## src/rtl/wb_pkg.sv

```systemverilog
// Shared types for the integer register file writeback path.
//   reg_idx_t : architectural register index (x0..x31)
//   wb_req_t  : one pending register write (destination + data)
//   REG_ZERO  : index of the hard-wired zero register
package wb_pkg;

  typedef logic [4:0] reg_idx_t;

  typedef struct packed {
    reg_idx_t    rd;
    logic [31:0] data;
  } wb_req_t;

  localparam reg_idx_t REG_ZERO = 5'd0;

endpackage

```

## src/rtl/wb_resp_fifo.sv

```systemverilog
// Circular buffer holding long-latency responses waiting for the write port.
// Pointers carry one extra wrap bit so full and empty are distinguishable.
//   clk_i, rst_ni : clock, synchronous active-low reset (empties the buffer)
//   push_i        : enqueue push_data_i (ignored when full)
//   pop_i         : dequeue the head (ignored when empty)
//   full_o        : no free entry
//   empty_o       : no valid entry
//   head_o        : oldest entry, valid when !empty_o
module wb_resp_fifo
  import wb_pkg::*;
#(
  parameter int unsigned DEPTH = 4
) (
  input  logic    clk_i,
  input  logic    rst_ni,
  input  logic    push_i,
  input  wb_req_t push_data_i,
  input  logic    pop_i,
  output logic    full_o,
  output logic    empty_o,
  output wb_req_t head_o
);

  localparam int unsigned AW = $clog2(DEPTH);
  localparam logic [AW:0] PtrOne = (AW + 1)'(1);

  logic [AW:0] wptr_q, wptr_d;
  logic [AW:0] rptr_q, rptr_d;
  wb_req_t     mem_q [DEPTH];
  logic        do_push;
  logic        do_pop;

  assign full_o  = (wptr_q[AW] != rptr_q[AW]) && (wptr_q[AW-1:0] == rptr_q[AW-1:0]);
  assign empty_o = (wptr_q == rptr_q);
  assign head_o  = mem_q[rptr_q[AW-1:0]];

  assign do_push = push_i && !full_o;
  assign do_pop  = pop_i && !empty_o;

  always_comb begin
    wptr_d = wptr_q;
    rptr_d = rptr_q;
    if (do_push) wptr_d = wptr_q + PtrOne;
    if (do_pop)  rptr_d = rptr_q + PtrOne;
  end

  always_ff @(posedge clk_i) begin
    if (!rst_ni) begin
      wptr_q <= '0;
      rptr_q <= '0;
    end else begin
      wptr_q <= wptr_d;
      rptr_q <= rptr_d;
    end
  end

  // Storage needs no reset: entries are only observed between push and pop.
  always_ff @(posedge clk_i) begin
    if (do_push) mem_q[wptr_q[AW-1:0]] <= push_data_i;
  end

endmodule

```

## src/rtl/wb_writeback_unit.sv

```systemverilog
// Writer side of the integer register file. Merges the in-order ALU result
// with buffered long-latency responses onto the single write port, forces a
// starved response through after STARVE_LIMIT lost cycles, and tracks pending
// long-latency destinations for decode hazard stalls.
//   clk, rst              : clock, synchronous active-low reset
//   alu_*                 : in-order pipeline result; alu_stall = not taken
//   lat_issue_*           : long-latency op issued (sets busy bit)
//   lat_resp_*            : long-latency response, valid/ready handshake
//   W_wb_en_f/index/data  : registered register file write port
//   busy_mask             : bit i set while a long-latency write to x[i] pends
module wb_writeback_unit
  import wb_pkg::*;
#(
  parameter int unsigned DEPTH        = 4,
  parameter int unsigned STARVE_LIMIT = 4
) (
  input  logic        clk,
  input  logic        rst,
  input  logic        alu_valid,
  input  logic [4:0]  alu_rd,
  input  logic [31:0] alu_data,
  output logic        alu_stall,
  input  logic        lat_issue_valid,
  input  logic [4:0]  lat_issue_rd,
  input  logic        lat_resp_valid,
  output logic        lat_resp_ready,
  input  logic [4:0]  lat_resp_rd,
  input  logic [31:0] lat_resp_data,
  output logic        W_wb_en_f,
  output logic [4:0]  W_rd_index_f,
  output logic [31:0] W_rd_data_f,
  output logic [31:0] busy_mask
);

  localparam int unsigned     CW        = $clog2(STARVE_LIMIT + 1);
  localparam logic [CW-1:0]   StarveMax = CW'(STARVE_LIMIT);
  localparam logic [CW-1:0]   CntOne    = CW'(1);

  logic        fifo_full;
  logic        fifo_empty;
  logic        fifo_push;
  logic        fifo_pop;
  wb_req_t     fifo_push_data;
  wb_req_t     fifo_head;
  logic        force_pop;

  logic [CW-1:0] starve_q, starve_d;
  logic          wb_en_q, wb_en_d;
  reg_idx_t      wb_idx_q, wb_idx_d;
  logic [31:0]   wb_data_q, wb_data_d;
  logic [31:0]   busy_q, busy_d;

  assign lat_resp_ready = rst && !fifo_full;
  // Writes to x0 have no architectural effect, so they never occupy an entry.
  assign fifo_push      = lat_resp_valid && lat_resp_ready && (lat_resp_rd != REG_ZERO);
  assign fifo_push_data = '{rd: lat_resp_rd, data: lat_resp_data};

  wb_resp_fifo #(
    .DEPTH (DEPTH)
  ) u_resp_fifo (
    .clk_i       (clk),
    .rst_ni      (rst),
    .push_i      (fifo_push),
    .push_data_i (fifo_push_data),
    .pop_i       (fifo_pop),
    .full_o      (fifo_full),
    .empty_o     (fifo_empty),
    .head_o      (fifo_head)
  );

  assign force_pop = rst && (starve_q >= StarveMax) && !fifo_empty;

  // Write port arbitration: starved FIFO head > ALU > FIFO head.
  always_comb begin
    fifo_pop  = 1'b0;
    alu_stall = 1'b0;
    wb_en_d   = 1'b0;
    wb_idx_d  = wb_idx_q;
    wb_data_d = wb_data_q;
    if (force_pop) begin
      fifo_pop  = 1'b1;
      wb_en_d   = 1'b1;
      wb_idx_d  = fifo_head.rd;
      wb_data_d = fifo_head.data;
      alu_stall = alu_valid;
    end else if (alu_valid) begin
      if (alu_rd != REG_ZERO) begin
        wb_en_d   = 1'b1;
        wb_idx_d  = alu_rd;
        wb_data_d = alu_data;
      end
    end else if (!fifo_empty) begin
      fifo_pop  = 1'b1;
      wb_en_d   = 1'b1;
      wb_idx_d  = fifo_head.rd;
      wb_data_d = fifo_head.data;
    end
  end

  always_comb begin
    starve_d = starve_q;
    if (fifo_pop || fifo_empty) begin
      starve_d = '0;
    end else if (starve_q < StarveMax) begin
      starve_d = starve_q + CntOne;
    end
  end

  // Clear before set so a same-cycle reissue to the retiring index stays busy.
  always_comb begin
    busy_d = busy_q;
    if (fifo_pop) busy_d[fifo_head.rd] = 1'b0;
    if (lat_issue_valid && (lat_issue_rd != REG_ZERO)) busy_d[lat_issue_rd] = 1'b1;
    busy_d[0] = 1'b0;
  end

  always_ff @(posedge clk) begin
    if (!rst) begin
      starve_q  <= '0;
      wb_en_q   <= 1'b0;
      wb_idx_q  <= REG_ZERO;
      wb_data_q <= '0;
      busy_q    <= '0;
    end else begin
      starve_q  <= starve_d;
      wb_en_q   <= wb_en_d;
      wb_idx_q  <= wb_idx_d;
      wb_data_q <= wb_data_d;
      busy_q    <= busy_d;
    end
  end

  assign W_wb_en_f    = wb_en_q;
  assign W_rd_index_f = wb_idx_q;
  assign W_rd_data_f  = wb_data_q;
  assign busy_mask    = busy_q;

  // Protocol violations by the surrounding pipeline; no recovery in hardware.
  a_issue_not_busy : assert property (@(posedge clk) disable iff (!rst)
    (lat_issue_valid && (lat_issue_rd != REG_ZERO)) |->
      (!busy_q[lat_issue_rd] || (fifo_pop && (fifo_head.rd == lat_issue_rd))));

  a_alu_not_busy : assert property (@(posedge clk) disable iff (!rst)
    (alu_valid && (alu_rd != REG_ZERO)) |-> !busy_q[alu_rd]);

  a_resp_was_busy : assert property (@(posedge clk) disable iff (!rst)
    (lat_resp_valid && lat_resp_ready && (lat_resp_rd != REG_ZERO)) |-> busy_q[lat_resp_rd]);

endmodule

```

## config.mk

```make
export PLATFORM = sky130hd
export DESIGN_NAME = wb_writeback_unit
export DESIGN_NICKNAME = d
export VERILOG_FILES = /design/src/rtl/wb_pkg.sv /design/src/rtl/wb_resp_fifo.sv /design/src/rtl/wb_writeback_unit.sv
export SDC_FILE = /design/constraint.sdc
export NUM_CORES = 1
export LEC_CHECK = 0
export CORE_MARGIN = 2
export CORE_UTILIZATION = 45
export DETAILED_ROUTE_END_ITERATION = 10
export MAX_ROUTING_LAYER = met4
export PLACE_DENSITY = 0.72
export REMOVE_ABC_BUFFERS = 1
export SLEW_MARGIN = 10
export SYNTH_ARGS = -nofsm -noshare
export SYNTH_HDL_FRONTEND = slang
export SYNTH_SLANG_ARGS = --single-unit
export TNS_END_PERCENT = 30
```

## constraint.sdc

```tcl
create_clock -name clk -period 2.51 [get_ports clk]
set_input_delay 0.502 -clock clk [delete_from_list [all_inputs] [get_ports clk]]
set_output_delay 0.502 -clock clk [all_outputs]
set_load 0.01 [all_outputs]
```

Word-level counts from Yosys, hierarchy flattened
Memory sizes are Yosys's and may differ from the RTL's. A register that Yosys moved wholly into a read port is not among the register bits.
Index checks and enable logic that the tools add are counted.
{ "totals": {"out_inout_bits": 72, "latch_bits": 0, "romBits": 0, "register_bits": 79, "inputBits": 84, "mem_count": 1, "ram_bits": 148} }
{ "memory_table": {"columns": ["memory", "words", "word_bits", "rd", "rd_ports_with_merged_regs", "write_ports", "line", "rtl"], "rows": [
  ["u_resp_fifo.mem_q", 4, 37, 1, 1, 1, "wb_resp_fifo.sv:29", "wb_req_t mem_q [DEPTH];"]
]} }
{ "classes": {"reduce_logical": 19, "eq_ne": 5, "n_mul": 0, "n_lt_le_gt_ge": 6, "n_bitwise": 4, "add_sub_neg": 3, "n_div": 0, "muxes": 25, "shift": 0} }
{ "op_table": {"columns": ["op", "n"], "rows": [
  ["32-bit 2-to-1 mux", 6],
  ["32-bit AND", 1],
  ["32-bit NOT", 1],
  ["32-bit bitwise OR", 1],
  ["5-bit 2-to-1 mux", 4],
  ["5-bit nonzero test", 3],
  ["5-bit by 6-bit < comparator with 1-bit output, second input constant", 2],
  ["1-bit logical AND", 11],
  ["1-bit 2-to-1 mux", 11],
  ["1-bit demux with 5-bit select", 2],
  ["5-bit by 1-bit >= comparator with 1-bit output, second input constant", 2],
  ["3-bit by 1-bit adder with 3-bit output, second input constant", 3],
  ["2-bit 2-to-1 mux", 2],
  ["3-bit == test", 1],
  ["3-bit >= comparator, second input constant", 1],
  ["3-bit < comparator, second input constant", 1],
  ["3-bit by 1-bit inequality test with 1-bit output, second input constant", 1],
  ["3-bit by 2-bit inequality test with 1-bit output, second input constant", 1],
  ["2-bit == test", 1],
  ["1-bit zero test", 2],
  ["2-bit AND reduction", 1],
  ["2-bit OR reduction", 1],
  ["1-bit logical OR", 1],
  ["1-bit inequality test", 1],
  ["1-bit NOT", 1]
]} }

Logic depth before layout (Yosys ltp)
Gate-level depths: netlist (run 1).
{ "logic_depth": {"depth_word": 9, "depth_mapped": 6} }

By module
A second synthesis (run 1) with hierarchy kept.
{ "hier_totals": {"cells_unflattened": 623, "area_unflattened_um2": 9243.9} }
{ "modules_own_cells": {"columns": ["module", "n_inst", "seq_area_each_um2", "area_per_inst_um2", "cells_per_inst"], "rows": [
  ["wb_resp_fifo", 1, 4604.4, 5890.6, 261],
  ["wb_writeback_unit", 1, 1441.4, 3353.2, 362]
]} }

Worst setup path after synthesis (run 1)
OpenSTA, ideal clock, no wires.
{ "synth_path": {"path_type": "reg2reg", "start": "register u_resp_fifo.wptr_q[2]", "end": "memory u_resp_fifo.mem_q[3][0] (netlist bit) (enable)", "path_buffers": 0, "t_arrival_ns": 2.044, "synth_period_minus_slack_ns": 2.443, "slack_ns": 0.067, "setup_ns": 0.400, "required_ns": 2.110, "stages_incl_launch_ff": 5, "path_cell_list": "dfxtp_1 > xnor2_1 > o31ai_1 > inv_1 > and3_1"} }
{ "synth_via": {"elab_chain_cells": 9} }
{ "synth_rtl": {"columns": ["element", "line", "rtl"], "rows": [
  ["from (decl)", "wb_resp_fifo.sv:27", "logic [AW:0] wptr_q, wptr_d;"],
  ["from (signal assigned)", "wb_resp_fifo.sv:52", "wptr_q <= wptr_d;"],
  ["1-bit inequality test", "wb_resp_fifo.sv:33", "assign full_o = (wptr_q[AW] != rptr_q[AW]) && (wptr_q[AW-1:0] == rptr_q[AW-1:0]);"],
  ["1-bit logical AND", "wb_resp_fifo.sv:33", null],
  ["1-bit zero test", "wb_writeback_unit.sv:53", "assign lat_resp_ready = rst && !fifo_full;"],
  ["1-bit logical AND", "wb_writeback_unit.sv:53", null],
  ["via lat_resp_ready", "wb_writeback_unit.sv:26", "output logic lat_resp_ready,"],
  ["1-bit logical AND (2 in series)", "wb_writeback_unit.sv:55", "assign fifo_push = lat_resp_valid && lat_resp_ready && (lat_resp_rd != REG_ZERO);"],
  ["1-bit logical AND", "wb_resp_fifo.sv:37", "assign do_push = push_i && !full_o;"],
  ["1-bit 2-to-1 mux", "wb_resp_fifo.sv:59", "if (do_push) mem_q[wptr_q[AW-1:0]] <= push_data_i;"],
  ["1-bit 2-to-1 mux (not written as such)", "wb_resp_fifo.sv:59", null],
  ["to (decl)", "wb_resp_fifo.sv:29", null]
]} }
The timed path passes the listed nets, and every way through them passes these cells.

Worst setup path in the final report (run 1)
{ "layout_path": {"start": "register u_resp_fifo.rptr_q[2]", "end": "output port alu_stall"} }
{ "layout_via": {"elab_chain_cells": 4} }
{ "layout_rtl": {"columns": ["element", "line", "rtl"], "rows": [
  ["from (decl)", "wb_resp_fifo.sv:28", "logic [AW:0] rptr_q, rptr_d;"],
  ["from (signal assigned)", "wb_resp_fifo.sv:53", "rptr_q <= rptr_d;"],
  ["3-bit == test", "wb_resp_fifo.sv:34", "assign empty_o = (wptr_q == rptr_q);"],
  ["1-bit zero test", "wb_writeback_unit.sv:71", "assign force_pop = rst && (starve_q >= StarveMax) && !fifo_empty;"],
  ["1-bit logical AND", "wb_writeback_unit.sv:71", null],
  ["1-bit 2-to-1 mux", "wb_writeback_unit.sv:80", "if (force_pop) begin"],
  ["to (decl)", "wb_writeback_unit.sv:22", "output logic alu_stall,"]
]} }
No other way between the ends.

==> results of run 1 <==
==> layer usage <==
metal | vias to the layer above | share of wire [%]
met5 | - | 0
met2 | 309 | 48
met4 | 0 | 2.1
met3 | 43 | 8.5
li1 | 2652 | -
met1 | 2889 | 42
==> power by group <==
part           total (uW)  switching, uW  internal (uW)
Clock                3470           1360           2110
Combinational        1200            574            626
Sequential           4220           84.4           4130
Total                8890           2020           6870
==> worst max-delay path: stages (launching register included) <==
cell                            delay [ns]
sky130_fd_sc_hd__dfxtp_1              0.34
sky130_fd_sc_hd__xnor2_2              0.24
sky130_fd_sc_hd__buf_6                0.16
sky130_fd_sc_hd__nand3_1              0.08
sky130_fd_sc_hd__and4_1               0.23
sky130_fd_sc_hd__dlygate4sd2_1        0.28
==> flip-flops by register name, summed over array words and instances, names as in the netlist, named ones only <==
register / flops
u_resp_fifo.wptr_q: 3
W_wb_en_f: 1
W_rd_index_f: 5
u_resp_fifo.mem_q: 148
busy_mask: 31
W_rd_data_f: 32
starve_q: 3
u_resp_fifo.rptr_q: 3
==> repair_timing <==
action,CTS,global route
cloned,0,0
endpoints found under the setup margin,2,1
pin swaps,2,1
resized for setup,13,1
hold buffers,0,0
==> metrics by stage <==
step / power, uW / hold slack (ns) / utilization, % / worst slack [ns] / TNS (ns)
after detailed placement: 5480 / 0.440 / 57.1 / 0.0334 / 0
after floorplan: 4890 / 0.398 / - / -1.62 / -76.77
after global routing: 9210 / 0.462 / 61.5 / 0.0781 / 0
final: 8890 / 0.439 / 61.5 / 0.172 / 0
after CTS: 8960 / 0.449 / 61.4 / 0.00839 / 0
after global placement: 5450 / 0.409 / 57.1 / 0.0684 / 0
==> layout by cell type, fill, tap and decap left out, types with 8 or more instances in the layout <==
cell and count:
sky130_fd_sc_hd__clkbuf_1 8, sky130_fd_sc_hd__mux4_2 37, sky130_fd_sc_hd__dfxtp_1 73, sky130_fd_sc_hd__edfxtp_1 148
sky130_fd_sc_hd__nor2_1 29, sky130_fd_sc_hd__o2bb2ai_1 37, sky130_fd_sc_hd__nand2_1 16, sky130_fd_sc_hd__buf_4 25
sky130_fd_sc_hd__o21ai_0 21, sky130_fd_sc_hd__buf_12 13, sky130_fd_sc_hd__a311oi_1 12, sky130_fd_sc_hd__clkdlybuf4s50_1 152
sky130_fd_sc_hd__clkbuf_16 25, sky130_fd_sc_hd__a21oi_1 26, sky130_fd_sc_hd__mux2i_1 39, sky130_fd_sc_hd__a41oi_1 12
==> layout make-up <==
cell class | instances | area [um2]
antenna | 1 | 2.50
clock buffer | 36 | 697
clock inverter | 8 | 86.3
fill | 1430 | 7550
inverter | 6 | 22.5
multi-input combinational | 303 | 2840
sequential | 228 | 6050
tap | 265 | 332
timing repair buffer | 193 | 2000
==> kinds of logic (layout without fill, tap and decap cells) <==
group	count (synthesis)	count (layout)	synth area share (%)
buffers and inverters	44	243	2.48
flip-flops	228	228	67.0
other	1	2	0.0415
adder cells (fa/ha/maj)	6	6	0.831
XOR/XNOR	6	6	0.582
AO/OA/AOI/OAI	127	127	10.3
multiplexers	76	76	13.6
AND/OR/NAND/NOR	87	87	5.24
==> final timing paths <==
path | from | to | slack [ns] | cells past startpoint
max reg2reg | flop | busy_mask[25] | 0.41 | 3
min | starve_q[0] | starve_q[0] | 0.44 | 1
min reg2reg | starve_q[0] | starve_q[0] | 0.44 | 1
max | u_resp_fifo.rptr_q[2] | alu_stall | 0.17 | 5
==> impl_results.html, run 1 <==
<table>
<tr><th>Metric</th><th>Value</th></tr>
<tr><th colspan="2">Clock tree</th></tr>
<tr><td>Number of buffers added by the clock tree synthesis step</td><td>24</td></tr>
<tr><td>Sink Count</td><td>228</td></tr>
<tr><td>Buffers inserted by post-CTS timing repair</td><td>0</td></tr>
<tr><td>Deepest clock path buffer count</td><td>3</td></tr>
<tr><td>Clock tree from TritonCTS</td><td>built</td></tr>
<tr><td>H-tree depth</td><td>1</td></tr>
<tr><td>CTS Root Buffer Type</td><td>sky130_fd_sc_hd__clkbuf_16</td></tr>
<tr><td>Clock Pin Slew Worst Setup and Hold Paths</td><td>0.06 ns</td></tr>
<tr><td>Insertion delay of the later-clocked pin in the worst-skew pair</td><td>0.51 ns</td></tr>
<tr><th colspan="2">Floorplanning</th></tr>
<tr><td>Die ar.</td><td>21200 um2</td></tr>
<tr><td>Initial core utilization</td><td>46.1%</td></tr>
<tr><td>Die Ht</td><td>146 um</td></tr>
<tr><td>Total core area</td><td>19600 um2</td></tr>
<tr><td>Die boundary width</td><td>146 um</td></tr>
<tr><td>Cell row count</td><td>51</td></tr>
<tr><td>Number of top-level pins</td><td>156</td></tr>
<tr><th colspan="2">Timing</th></tr>
<tr><td>Clock tree skew after final layout</td><td>0.0170 ns</td></tr>
<tr><td>Final setup viols</td><td>0</td></tr>
<tr><td>Headroom to the max-slew limit</td><td>53.3%</td></tr>
<tr><td>Least-Margin Pin Slew</td><td>0.699 ns</td></tr>
<tr><td>Final hold violation count</td><td>0</td></tr>
<tr><td>Clock period minus final worst setup slack</td><td>2.34 ns</td></tr>
<tr><td>Max Clock Freq</td><td>0.428 GHz</td></tr>
<tr><td>Number of max-slew violations in the final report</td><td>0</td></tr>
<tr><td>Ratio of final minimum period to clock period</td><td>93.2%</td></tr>
<tr><td>Unrepaired setup endpoints after global routing</td><td>no</td></tr>
<tr><th colspan="2">Critical path</th></tr>
<tr><td>Crit path required time</td><td>2.01 ns</td></tr>
<tr><td>CP Data Arrival Time</td><td>1.84 ns</td></tr>
<tr><td>Nature of the critical path endpoint</td><td>output port</td></tr>
<tr><td>Type of origin of the critical path</td><td>flop</td></tr>
<tr><td>Max Fanout on Critical Path</td><td>4</td></tr>
<tr><td>Worst Path Class, Setup</td><td>flop to output port</td></tr>
<tr><th colspan="2">Drt</th></tr>
<tr><td>Number of vias after detailed routing</td><td>5893</td></tr>
<tr><td>Total wirelength of the detailed-routed design</td><td>21400 um</td></tr>
<tr><td>Avg Vias per Cell</td><td>5.67</td></tr>
<tr><td>Antenna viol nets, final</td><td>0</td></tr>
<tr><td>Drt initial violations</td><td>364</td></tr>
<tr><td>DRC violations left</td><td>0</td></tr>
<tr><td>Avg WL per Cell</td><td>20.6 um</td></tr>
<tr><td>Iteration count of the initial detailed-routing pass</td><td>5</td></tr>
<tr><th colspan="2">Global route</th></tr>
<tr><td>Met1 track demand over resource in global routing</td><td>26.6%</td></tr>
<tr><td>Number of antenna violations at the first check in global routing</td><td>1</td></tr>
<tr><td>Number of global-route vias before repair</td><td>6047</td></tr>
<tr><td>Layer with the highest usage</td><td>met2</td></tr>
<tr><td>Remaining Overflow, GRT</td><td>0</td></tr>
<tr><td>Global routing met3 resource utilization</td><td>4.80%</td></tr>
<tr><td>Global-route wire length before repair</td><td>33600 um</td></tr>
<tr><td>All-Layer GR Usage</td><td>20.5%</td></tr>
<tr><td>Largest net degree at the start of global routing</td><td>34</td></tr>
<tr><td>Global-route met2 utilization</td><td>32.7%</td></tr>
<tr><th colspan="2">Yosys</th></tr>
<tr><td>Unique masters post-synth</td><td>52</td></tr>
<tr><td>Share of the yosys chip area belonging to registers</td><td>67.0%</td></tr>
<tr><td>Post-synth top flop</td><td>sky130_fd_sc_hd__edfxtp_1</td></tr>
<tr><td>Share of Yosys cell area claimed by the top area cell type</td><td>49.2%</td></tr>
<tr><td>Yosys warning count</td><td>0</td></tr>
<tr><td>Synth area leaders</td><td>sky130_fd_sc_hd__edfxtp_1 (49%), sky130_fd_sc_hd__dfxtp_1 (18%), sky130_fd_sc_hd__mux4_2 (9.2%), sky130_fd_sc_hd__mux2i_1 (4.3%), sky130_fd_sc_hd__o2bb2ai_1 (3.6%)</td></tr>
<tr><td>Post-Syn Area per Cell</td><td>15.7 um2</td></tr>
<tr><td>Area of the mapped netlist</td><td>9030 um2</td></tr>
<tr><td>Cell count after synthesis</td><td>575</td></tr>
<tr><td>Count of flip-flops with a built-in enable after synthesis</td><td>148</td></tr>
<tr><td>Count leader, synth</td><td>sky130_fd_sc_hd__edfxtp_1</td></tr>
<tr><td>Flop and latch count out of synthesis</td><td>228</td></tr>
<tr><td>Most frequent cells after synthesis</td><td>sky130_fd_sc_hd__edfxtp_1 (148), sky130_fd_sc_hd__dfxtp_1 (80), sky130_fd_sc_hd__mux2i_1 (39)</td></tr>
<tr><td>Post-synthesis async set-or-reset flop share</td><td>0%</td></tr>
<tr><td>Most area-hungry cell type in the Yosys netlist</td><td>sky130_fd_sc_hd__edfxtp_1</td></tr>
<tr><th colspan="2">Power</th></tr>
<tr><td>P_leak</td><td>0.00400 uW</td></tr>
<tr><td>Power density over the cells</td><td>738 nW/um2</td></tr>
<tr><td>Worst voltage drop across the vdd grid</td><td>0.590 mV</td></tr>
<tr><th colspan="2">Placed design</th></tr>
<tr><td>GP Congestion</td><td>0.881</td></tr>
<tr><td>Placed wire-length estimate</td><td>14800 um</td></tr>
<tr><td>Placed cell areas</td><td>11200 um2</td></tr>
<tr><td>Number of buffers added on ports</td><td>154</td></tr>
<tr><td>Cell count after placement</td><td>995</td></tr>
<tr><th colspan="2">Finish</th></tr>
<tr><td>Final-stage net count</td><td>846</td></tr>
<tr><td>Final Cell Area</td><td>12000 um2</td></tr>
<tr><td>Count of placed standard cells in the final layout, fillers left out</td><td>1040</td></tr>
<tr><td>Growth of design area from synthesis to finish</td><td>33.4%</td></tr>
<tr><td>Share of cells above drive strength 1</td><td>17.1%</td></tr>
<tr><th colspan="2">Flow run</th></tr>
<tr><td>Max-cap violations</td><td>0</td></tr>
<tr><th colspan="2">Outcome</th></tr>
<tr><td>Status</td><td>finished clean</td></tr>
<tr><th colspan="2">Worst hold path</th></tr>
<tr><td>Type of the worst min-delay path</td><td>flop to flop</td></tr>
</table>
(Power assumes the default switching activity.)
==> inputs of run 2 (changes only) <==
CORE_UTILIZATION = 59   (was 45)
CTS_BUF_LIST = sky130_fd_sc_hd__clkbuf_4   (was not set)
PLACE_DENSITY = 0.88   (was 0.72)
clock period = 2.9 ns   (was 2.51 ns; I/O delays follow)
==> impl_results.html, run 2 (synthesis gave the netlist of run 1 again) <==
<table>
<tr><th>Metric</th><th>Value</th></tr>
<tr><th colspan="2">Drt</th></tr>
<tr><td>Number of vias after detailed routing</td><td>6090 (+3.3%)</td></tr>
<tr><td>DRC violations left</td><td>0 (unchanged)</td></tr>
<tr><td>Drt initial violations</td><td>514 (+41%)</td></tr>
<tr><td>Total wirelength of the detailed-routed design</td><td>21500 um (+0.63%)</td></tr>
<tr><td>Antenna viol nets, final</td><td>0 (unchanged)</td></tr>
<tr><td>Avg Vias per Cell</td><td>6.08 (+7.4%)</td></tr>
<tr><td>Avg WL per Cell</td><td>21.5 um (+4.5%)</td></tr>
<tr><td>Iteration count of the initial detailed-routing pass</td><td>5 (unchanged)</td></tr>
<tr><th colspan="2">Finish</th></tr>
<tr><td>Layout Utilization</td><td>76.6% (+15 points)</td></tr>
<tr><td>Highest-count cells in the layout ignoring fill and taps</td><td>sky130_fd_sc_hd__clkdlybuf4s50_1 (154), sky130_fd_sc_hd__edfxtp_1 (148), sky130_fd_sc_hd__clkbuf_4 (77)</td></tr>
<tr><td>Area used by multi-input combinational logic</td><td>2840 um2 (unchanged)</td></tr>
<tr><td>Largest register FFs</td><td>148 (unchanged)</td></tr>
<tr><td>Final-stage net count</td><td>861 (+1.8%)</td></tr>
<tr><td>Sequential cell area</td><td>6060 um2 (about the same)</td></tr>
<tr><td>Fillcell total</td><td>851 (-40%)</td></tr>
<tr><td>Most common cell after layout, fill and taps aside</td><td>sky130_fd_sc_hd__clkdlybuf4s50_1</td></tr>
<tr><td>Antenna fix cells</td><td>0 (-1)</td></tr>
<tr><td>Growth of design area from synthesis to finish</td><td>28.0%</td></tr>
<tr><td>Share of cells above drive strength 1</td><td>21.4% (+4.3 points)</td></tr>
<tr><th colspan="2">Timing</th></tr>
<tr><td>Clock tree skew after final layout</td><td>0.0239 ns (+0.00692 ns)</td></tr>
<tr><td>Worst Slack Setup Final</td><td>0.111 ns (-0.0606 ns)</td></tr>
<tr><td>Ratio of final minimum period to clock period</td><td>96.2%</td></tr>
<tr><td>Clock period minus final worst setup slack</td><td>2.79 ns</td></tr>
<tr><td>Max Clock Freq</td><td>0.359 GHz</td></tr>
<tr><td>Final hold violation count</td><td>0 (unchanged)</td></tr>
<tr><td>Final setup viols</td><td>0 (unchanged)</td></tr>
<tr><td>Least-Margin Pin Slew</td><td>0.763 ns (+0.0639 ns)</td></tr>
<tr><td>Headroom to the max-slew limit</td><td>49.1% (-4.3 points)</td></tr>
<tr><td>Number of max-slew violations in the final report</td><td>0 (unchanged)</td></tr>
<tr><th colspan="2">Power</th></tr>
<tr><td>Worst voltage drop across the vdd grid</td><td>0.436 mV (-26%)</td></tr>
<tr><td>Power, Total</td><td>7110 uW (-20%)</td></tr>
<tr><td>P_leak</td><td>0.00390 uW (-2.5%)</td></tr>
<tr><td>Power density over the cells</td><td>616 nW/um2 (-17%)</td></tr>
<tr><th colspan="2">Placed design</th></tr>
<tr><td>GP Congestion</td><td>0.901 (+2.3%)</td></tr>
<tr><td>Placed wire-length estimate</td><td>14500 um (-2.2%)</td></tr>
<tr><td>Number of buffers added on ports</td><td>154 (unchanged)</td></tr>
<tr><td>Pre-CTS WS</td><td>0.268 ns (+0.234 ns)</td></tr>
<tr><th colspan="2">Critical path</th></tr>
<tr><td>Startpoint of the worst setup timing path</td><td>u_resp_fifo.rptr_q[2]</td></tr>
<tr><td>Flop-to-flop setup slack</td><td>0.60 ns (+0.19 ns)</td></tr>
<tr><td>Number of cells on the worst reg-to-reg path</td><td>3 (unchanged)</td></tr>
<tr><td>Type of origin of the critical path</td><td>flop</td></tr>
<tr><td>Max Fanout on Critical Path</td><td>4 (unchanged)</td></tr>
<tr><td>Worst Path Class, Setup</td><td>flop to output port</td></tr>
<tr><td>Critical Path, Cell by Cell</td><td>xnor2_2 &gt; buf_6 &gt; nand3_1 &gt; and4_1 &gt; clkdlybuf4s50_1</td></tr>
<tr><td>Peak per-stage delay on the critical path</td><td>0.47 ns (+0.13 ns)</td></tr>
<tr><td>Nature of the critical path endpoint</td><td>output port</td></tr>
<tr><td>Crit path required time</td><td>2.32 ns (+0.31 ns)</td></tr>
<tr><td>CP Data Arrival Time</td><td>2.21 ns (+0.37 ns)</td></tr>
<tr><td>Standard cell with the maximum stage delay on the critical path</td><td>sky130_fd_sc_hd__clkdlybuf4s50_1</td></tr>
<tr><th colspan="2">Clock tree</th></tr>
<tr><td>H-tree depth</td><td>2 (+1)</td></tr>
<tr><td>Insertion delay of the later-clocked pin in the worst-skew pair</td><td>0.64 ns (+0.13 ns)</td></tr>
<tr><td>Deepest clock path buffer count</td><td>3 (unchanged)</td></tr>
<tr><td>Sink Count</td><td>228 (unchanged)</td></tr>
<tr><td>Clock Pin Slew Worst Setup and Hold Paths</td><td>0.07 ns (about the same)</td></tr>
<tr><td>Clock tree from TritonCTS</td><td>built</td></tr>
<tr><td>CTS Root Buffer Type</td><td>sky130_fd_sc_hd__clkbuf_4</td></tr>
<tr><td>Number of buffers added by the clock tree synthesis step</td><td>54 (+130%)</td></tr>
<tr><th colspan="2">Global route</th></tr>
<tr><td>Largest net degree at the start of global routing</td><td>22 (-35%)</td></tr>
<tr><td>Global-route wire length before repair</td><td>33500 um (-0.39%)</td></tr>
<tr><td>All-Layer GR Usage</td><td>27.9% (+7.3 points)</td></tr>
<tr><td>Remaining Overflow, GRT</td><td>0 (unchanged)</td></tr>
<tr><td>Number of global-route vias before repair</td><td>6305 (+4.3%)</td></tr>
<tr><td>Number of antenna violations at the first check in global routing</td><td>0 (-1)</td></tr>
<tr><th colspan="2">Outcome</th></tr>
<tr><td>Status</td><td>finished clean</td></tr>
<tr><th colspan="2">Floorplanning</th></tr>
<tr><td>Cell row count</td><td>45 (-12%)</td></tr>
<tr><td>Die ar.</td><td>16300 um2 (-23%)</td></tr>
<tr><td>Die Ht</td><td>128 um (-12%)</td></tr>
<tr><td>Number of top-level pins</td><td>156 (unchanged)</td></tr>
<tr><td>Die boundary width</td><td>128 um (-12%)</td></tr>
<tr><td>Initial core utilization</td><td>59.8% (+14 points)</td></tr>
<tr><td>Total core area</td><td>15100 um2 (-23%)</td></tr>
<tr><th colspan="2">Worst hold path</th></tr>
<tr><td>Hold path startpoint</td><td>starve_q[0]</td></tr>
<tr><td>Type of the worst min-delay path</td><td>flop to flop</td></tr>
<tr><td>Cells on Worst Hold Path</td><td>1 (unchanged)</td></tr>
<tr><th colspan="2">Flow run</th></tr>
<tr><td>Max-cap violations</td><td>0 (unchanged)</td></tr>
</table>
-- run 2: cell types whose count changed in the layout (fill, tap and decap cells not counted), sizes merged, moves of 2 or more --
cell	delta
clkbuf	+41
clkdlybuf4s50	+2
bufinv	-2
clkinv	+15
buf	-15
-- run 2: per-stage QoR --
step,hold slack [ns],instance area [um2],setup TNS (ns),std cells
final,0.441,11600,0,1001
after global routing,0.460,11600,-0.0233,1001
after CTS,0.440,11500,0,1001
after detailed placement,0.429,10800,0,902
after global placement,0.409,10800,0,902
after floorplan,0.398,8830,-50.01,537
-- run 2: critical path: cells and delay by family, from the launching register on --
kind | cells | cell delay, ns
buffers and inverters | 2 | 0.64
DFF | 1 | 0.34
xor gates and xnor gates | 1 | 0.26
and+or+nand+nor | 2 | 0.34
-- run 2: power breakdown --
part / internal (uW) / switching [uW] / total (uW)
registers: 3580 / 92.1 / 3670
logic: 504 / 476 / 980
clock network: 1240 / 1230 / 2470
total: 5320 / 1800 / 7110
-- run 2: cell type report --
class                      instances  share of cell area, %
clock buffer                      77                   5.00
clock inverter                    21                  0.780
inverter                           6                  0.195
multi-input combinational        303                   24.6
sequential                       228                   52.4
tap                              188                   2.04
timing repair buffer             178                   14.9
-- run 2: worst paths after layout --
check	to
setup / recovery	alu_stall
hold / removal	starve_q[0]
setup reg to reg	busy_mask[22]
hold reg to reg	starve_q[0]
-- run 2: repair_timing --
| action | 4_1_cts | 5_1_grt |
|---|---|---|
| pin swaps | 1 | 1 |
| endpoints found under the setup margin | 2 | 2 |
| cloned | 0 | 0 |
| gates resized for setup | 5 | 9 |
| hold buffers | 0 | 0 |
| setup buffers | 1 | 0 |
-- run 2: routing by layer --
layer  wire, um  share of wire [%]  vias up  track usage [%]
met4        601                2.8        0             10.5
met2      10600                 49      354             44.6
met3       1770                8.2       54             7.18
li1           -                  -     2719                -
met1       8570                 40     2963             34.6
met5          0                  0        -                -
